## src/rtl/sprite_pkg.sv

```systemverilog
// Shared constants and types for the sprite compositor and its address helpers.
package sprite_pkg;

   localparam int unsigned MARIO_W  = 26;
   localparam int unsigned MARIO_H  = 32;
   localparam int unsigned TILE     = 32;
   localparam int unsigned GROUND_Y = 416;
   localparam int unsigned SCREEN_W = 640;
   localparam int unsigned SCREEN_H = 480;

   typedef logic [3:0] pal_code_t;

   localparam pal_code_t PAL_SKY        = 4'd0;
   localparam pal_code_t PAL_BLOCK_BASE = 4'd8;

endpackage

```

## src/rtl/mario_addr_calc.sv

```systemverilog
// Combinational hit test, horizontal mirror and ROM address for a 26x32 sprite.
module mario_addr_calc
   import sprite_pkg::*;
#(
   parameter int unsigned SPR_W = MARIO_W,
   parameter int unsigned SPR_H = MARIO_H
) (
   input  logic [9:0] px,
   input  logic [9:0] py,
   input  logic [9:0] ox,
   input  logic [9:0] oy,
   input  logic       mirror,
   output logic       hit,
   output logic [9:0] addr
);

   logic signed [10:0] dx;
   logic signed [10:0] dy;
   logic [9:0]         col;
   logic [9:0]         row;

   always_comb begin
      // 11-bit signed difference keeps a sprite parked near column 1023 from wrapping onto column 0
      dx   = $signed({1'b0, px}) - $signed({1'b0, ox});
      dy   = $signed({1'b0, py}) - $signed({1'b0, oy});
      hit  = !dx[10] && ($unsigned(dx) < 11'(SPR_W)) &&
             !dy[10] && ($unsigned(dy) < 11'(SPR_H));
      col  = mirror ? (10'(SPR_W - 1) - dx[9:0]) : dx[9:0];
      row  = {5'b0, dy[4:0]};
      addr = '0;
      if (hit) begin
         // row * 26 as shift-add
         addr = (row << 4) + (row << 3) + (row << 1) + col;
      end
   end

endmodule

```

## src/rtl/sprite_pixel_pipe.sv

```systemverilog
// Per-pixel sprite compositor: ROM addressing, ROM latency alignment and Mario/block/sky merge.
module sprite_pixel_pipe #(
   parameter int unsigned MARIO_W  = sprite_pkg::MARIO_W,
   parameter int unsigned MARIO_H  = sprite_pkg::MARIO_H,
   parameter int unsigned TILE     = sprite_pkg::TILE,
   parameter int unsigned GROUND_Y = sprite_pkg::GROUND_Y
) (
   input  logic       clk,
   input  logic       rst_n,
   input  logic       frame_start,
   input  logic       pix_valid,
   input  logic [9:0] draw_x,
   input  logic [9:0] draw_y,
   input  logic [9:0] mario_x_in,
   input  logic [9:0] mario_y_in,
   input  logic       mario_left_in,
   output logic [9:0] mario_addr,
   input  logic [2:0] mario_q,
   output logic [9:0] block_addr,
   input  logic [1:0] block_q,
   output logic [3:0] pix_color,
   output logic       pix_out_valid
);

   import sprite_pkg::*;

   localparam int unsigned TB = $clog2(TILE);
   localparam logic [9:0]  GY = 10'(GROUND_Y);

   logic [9:0]    act_x;
   logic [9:0]    act_y;
   logic          act_left;

   logic          m_hit_c;
   logic [9:0]    m_addr_c;
   logic          b_hit_c;
   logic [9:0]    b_addr_c;
   logic [TB-1:0] tile_row;

   logic [1:0]    m_hit_sr;
   logic [1:0]    b_hit_sr;
   logic [1:0]    vld_sr;
   pal_code_t     color_c;

   mario_addr_calc #(
      .SPR_W (MARIO_W),
      .SPR_H (MARIO_H)
   ) u_mario_addr (
      .px     (draw_x),
      .py     (draw_y),
      .ox     (act_x),
      .oy     (act_y),
      .mirror (act_left),
      .hit    (m_hit_c),
      .addr   (m_addr_c)
   );

   always_ff @(posedge clk or negedge rst_n) begin
      if (!rst_n) begin
         act_x    <= '0;
         act_y    <= '0;
         act_left <= 1'b0;
      end else if (frame_start) begin
         act_x    <= mario_x_in;
         act_y    <= mario_y_in;
         act_left <= mario_left_in;
      end
   end

   always_comb begin
      b_hit_c  = pix_valid && (draw_y >= GY);
      tile_row = draw_y[TB-1:0] - GY[TB-1:0];
      b_addr_c = '0;
      if (b_hit_c) begin
         b_addr_c = 10'({tile_row, draw_x[TB-1:0]});
      end
   end

   always_ff @(posedge clk or negedge rst_n) begin
      if (!rst_n) begin
         mario_addr <= '0;
         block_addr <= '0;
         m_hit_sr   <= '0;
         b_hit_sr   <= '0;
         vld_sr     <= '0;
      end else begin
         mario_addr <= (pix_valid && m_hit_c) ? m_addr_c : '0;
         block_addr <= b_addr_c;
         m_hit_sr   <= {m_hit_sr[0], pix_valid && m_hit_c};
         b_hit_sr   <= {b_hit_sr[0], b_hit_c};
         vld_sr     <= {vld_sr[0], pix_valid};
      end
   end

   // flags in stage [1] line up with ROM data registered one cycle after the address
   always_comb begin
      color_c = PAL_SKY;
      if (vld_sr[1]) begin
         if (m_hit_sr[1] && (mario_q != 3'd0)) begin
            color_c = {1'b0, mario_q};
         end else if (b_hit_sr[1]) begin
            color_c = PAL_BLOCK_BASE | {2'b00, block_q};
         end
      end
   end

   always_ff @(posedge clk or negedge rst_n) begin
      if (!rst_n) begin
         pix_color     <= '0;
         pix_out_valid <= 1'b0;
      end else begin
         pix_color     <= color_c;
         pix_out_valid <= vld_sr[1];
      end
   end

endmodule

```

## config.mk

```make
export PLATFORM = sky130hd
export DESIGN_NAME = sprite_pixel_pipe
export DESIGN_NICKNAME = d
export VERILOG_FILES = /design/src/rtl/sprite_pkg.sv /design/src/rtl/mario_addr_calc.sv /design/src/rtl/sprite_pixel_pipe.sv
export SDC_FILE = /design/constraint.sdc
export NUM_CORES = 1
export LEC_CHECK = 0
export ABC_AREA = 1
export CORE_MARGIN = 2
export CORE_UTILIZATION = 45
export DETAILED_ROUTE_END_ITERATION = 8
export PLACE_DENSITY = 0.72
export SYNTH_ARGS = -nofsm -noshare
export SYNTH_HDL_FRONTEND = slang
export SYNTH_SLANG_ARGS = --single-unit
export TNS_END_PERCENT = 100
```

## constraint.sdc

```tcl
create_clock -name clk -period 5.65 [get_ports clk]
set_input_delay 0.565 -clock clk [delete_from_list [all_inputs] [get_ports clk]]
set_output_delay 0.565 -clock clk [all_outputs]
set_load 0.02 [all_outputs]
```

* After elaboration in Yosys (flattened, before gate mapping)
Cells that the tools add are included.
Word-level totals: flip-flop bits (word level) 52, bits of input ports 50, output and inout bits 25, word-level logic and storage cells 35
Operators by class: add/sub/neg operators 6, order comparisons 3, muxes and demuxes 7, reductions and logical operators 9
Operators by type and width (count):
- $mux 10 | 4
- $sub 10x10->11 | 2
- $mux 4 | 3
- $lt 11x5->1 const B | 1
- $lt 11x6->1 const B | 1
- $add 10x10->10 | 1
- $add 10x6->10 | 1
- $add 9x8->10 | 1
- $ge 10x9->1 const B | 1
- $sub 5x10->10 const A | 1
- $logic_and 1x1->1 | 6
- $reduce_bool 3->1 | 1
- $logic_not 1->1 | 2

* Longest topological paths before layout
depth in word-level cells 7, mapped depth 25, mapped depth without buffers 25

* Modules after synthesis
A second synthesis with hierarchy kept.
Unflattened totals: cell total of the unflattened synthesis 446, area, all modules 3836.2 um^2
By module, submodules not included:
- mario_addr_calc | times used 1, cells each 302, area an instance 1926.8 um^2, sequential area each 0.0 um^2
- sprite_pixel_pipe | times used 1, cells each 144, area an instance 1909.3 um^2, sequential area each 1301.2 um^2

* Least setup slack after synthesis
No wires, ideal clock.
path type input -> register, start point in draw_x[0], end point reg mario_addr[9], setup time 0.121 ns, arrival 4.147 ns, required time 5.529 ns, setup slack 1.382 ns, cell stages on the path 23, path buffers 0, path through inv_1 > ha_1 > inv_1 > fa_1 > xnor2_1 > ha_1 > inv_1 > nand3_1 > nor2_1 > xor2_1 > fa_1 > fa_1 > inv_1 > ha_1 > nand3_1 > nand2_1 > nand2_1 > nand2_1 > a21oi_1 > xor2_1 > inv_1 > nor2_1 > nor3_1
On the way: longest elaborated chain between the ends 7, elaborated cells on any way between the ends 12, those cells by class 3 x add/sub; 1 x order compare; 3 x mux; 5 x reduce/logical
RTL lines:
- start: declaration | line sprite_pixel_pipe.sv:12 | input logic [9:0] draw_x,
- $sub 10x10->11 (*) | line mario_addr_calc.sv:24 | dx = $signed({1'b0, px}) - $signed({1'b0, ox});
- parallel branches: the longest is 5 deep, another holds $sub 5x10->10
- $mux 10 (*) | line sprite_pixel_pipe.sv:87 | mario_addr <= (pix_valid && m_hit_c) ? m_addr_c : '0;
- end signal: assignment | line sprite_pixel_pipe.sv:87
- end: declaration | line sprite_pixel_pipe.sv:17 | output logic [9:0] mario_addr,
Every way passes the cells marked *. A chain may end at the register's enable or synchronous reset.

* Worst setup path after layout
Same ends and word-level chain as after synthesis.

==> results_dict.tcl <==
set metrics [dict create \
    grt_pass1_vias 2735 \
    cts_tree "yes" \
    place_hpwl_um 5260 \
    postCtsSetupRepairBufs 0 \
    layout.nets 603 \
    fmax_mhz 214 \
    postCtsResizedCells 0 \
    placed_cells 601 \
    drive_gt1_frac 0.0454 \
    maxCapViolations 0 \
    rr_worst_depth 22 \
    status "finished, final reports clean" \
    drt-total-wl_um 6630 \
    grt_pass1_wl_um 11600 \
    synth-edff-count 0 \
    diodes 0 \
    seq_area_frac_synth 0.372 \
    cp-start-kind "input port" \
    vias 2785 \
    critPathMaxFanout 4 \
    portBuffers 74 \
    synth_area_leaders "dfrtp_1, ha_1, nand2_1, inv_1, fa_1" \
    grt_overflow_total 0 \
    synth.most_common_cell "nand2_1" \
    p_leak_nw 2.35 \
    antenna_found_initial 0 \
    dr.pass1.iters 4 \
    slew_headroom 0.565 \
    dieHeight_um 92.1 \
    clockBufferDepth 2 \
    setup_viol 0 \
    place.gp.congestion 0.840 \
    worstPathRequired_ps 5850 \
    synthCells 430 \
    fin_crit_sh 0.826 \
    irDropWorstVdd_mv 0.146 \
    tightest_slew_ps 652 \
    nFillCells 692 \
    core_area_um2 7610 \
    drtAntennaViolNets 0 \
    clk_latency_ps 320 \
    cts_sinks 52 \
    timing.final.crit_period_ps 4670 \
    path_class "in2reg" \
    power_mw 1.43 \
    ys_async_sr_fraction 1.00 \
    rsz0062_at_grt "false" \
    synth_top_area_share 0.372 \
    synth_top_flop_cell "dfrtp_1" \
    hp-class "in2async" \
    cp-end-kind "flip-flop" \
    ys_ff_latch 52 \
    cts_inserted_buffers 5 \
    vias_per_cell 4.57 \
    avgSynthCellArea_um2 8.13 \
    yosysTopAreaCell "dfrtp_1" \
    ioPinCount 75 \
    routedWlPerCell_um 10.9 \
    die_w_um 92.1 \
    drc 0 \
    finalHoldViolCount 0 \
    pwr_density_cell_nw_per_um2 321 \
    slew_viol_final 0 \
    root_buffer "clkbuf_8" \
    syn_area_um2 3500 \
    cts_max_level 2 \
    yosysWarnings 0 \
    clock_skew_ps 7.63 \
    clk_pin_slew_worst_paths_ps 110 \
    fin_tns_setup_ps 0 \
    syn_nets 527 \
    areaGrowthSynthToFinish_pct 26.8 \
    fin_cells 609 \
    start_util 0.460 \
    die-area_um2 8490 \
    synth.distinct_cells 29 \
    holdBufCountCts 0 \
    drt_iter0_drc 95 \
    grt_util_all_layers 0.167 \
    grt_max_degree 53 \
    rows 32 \
    cp.arrival_ps 4860 \
    synth_common_cells "nand2_1, inv_1, dfrtp_1" \
]
[metal layers]
layer	track usage	vias up	part of all wire
met3	0.0288	7	0.041
met4	0.0585	0	0.019
li1	-	1485	-
met2	0.303	62	0.49
met5	0	-	0
met1	0.200	1231	0.46
[where the power goes]
| group | total, mW | switching (mW) | leakage [nW] | internal, mW |
|---|---|---|---|---|
| Combinational | 0.800 | 0.456 | 1.63 | 0.344 |
| Sequential | 0.399 | 0.00726 | 0.670 | 0.391 |
| Clock | 0.227 | 0.136 | 0.0452 | 0.0905 |
| Total | 1.43 | 0.599 | 2.35 | 0.826 |
[through the flow]
stage	worst slack, ps	util	hold slack (ps)	cell area [µm²]
6_report	984	0.583	357	4430
3_3_place_gp	788	0.570	333	4340
4_1_cts	966	0.583	359	4430
2_1_floorplan	1380	-	269	3500
5_1_grt	570	0.583	363	4430
3_5_place_dp	624	0.570	336	4340
[flip-flops by register name, indices dropped and copies added (netlist names)]
name / flops
vld_sr: 2
act_y: 10
act_x: 10
block_addr: 10
act_left: 1
pix_color: 4
b_hit_sr: 2
m_hit_sr: 2
mario_addr: 10
pix_out_valid: 1
[cells in the final DEF, fill, tap and decap left out]
cell type        synthesis  routed
a21oi_1                 15      15
a311o_1                  1       1
a32o_1                   2       2
buf_2                    1       1
buf_4                    0       2
clkbuf_8                 0       5
clkdlybuf4s50_1          0      73
clkinvlp_4               0       1
dfrtp_1                 52      52
fa_1                    10      10
ha_1                    37      37
inv_1                   93      93
inv_6                    0       2
mux2_2                   2       2
nand2_1                 95      95
nand2_2                  4       4
nand2_4                  1       1
nand3_1                 20      20
nand3_2                  2       2
nand3b_1                 2       2
nand4_1                  7       7
nor2_1                  30      30
nor2_2                   1       1
nor3_1                   1       1
nor3_4                   1       1
o211ai_1                 2       2
o21ai_0                 26      26
o31ai_1                  1       1
or2_2                    1       1
xnor2_1                 11      11
xor2_1                   6       6
[kinds of logic (layout without fill, tap and decap cells)]
logic type	after synthesis	count (layout)	share of synthesized area
AND/OR/NAND/NOR	165	165	0.205
buffers and inverters	100	177	0.110
flip-flops	52	52	0.372
adder cells (fa/ha/maj)	47	47	0.190
AO/OA/AOI/OAI	47	47	0.0737
XOR/XNOR	17	17	0.0426
multiplexers	2	2	0.00644
[layout make-up]
class,count,area (µm²),share of cell area
Sequential cell,52,1300,0.294
Clock inverter,3,25.0,0.00564
Tap cell,102,128,0.0288
Clock buffer,5,68.8,0.0155
Timing Repair Buffer,76,751,0.169
Inverter,93,349,0.0787
Multi-Input combinational cell,278,1810,0.408
[worst max-delay path: stages]
cell and delay [ps]:
clkdlybuf4s50_1 390, inv_1 100, ha_1 150, inv_1 40, fa_1 390, xnor2_1 320
nand2_1 130, nand2_1 90, nand2_1 60, xnor2_1 150, inv_1 70, fa_1 460
fa_1 530, inv_1 70, fa_1 460, nand3_1 130, nand2_1 60, nand2_1 70
nand2_1 50, a21oi_1 150, xor2_1 200, inv_1 60, nor2_1 100, nor3_1 50
[worst paths after layout]
path | startpoint | slack [ps] | end
max | draw_x[0] | 980 | mario_addr[9]
min | rst_n | 360 | act_x[8]
max reg2reg | act_x[0] | 1330 | mario_addr[9]
min reg2reg | m_hit_sr[0] | 360 | m_hit_sr[1]
max in group asynchronous | rst_n | 4870 | b_hit_sr[0]
min in group clk | m_hit_sr[0] | 360 | m_hit_sr[1]
Note: power is estimated with default switching activity, not from simulation.
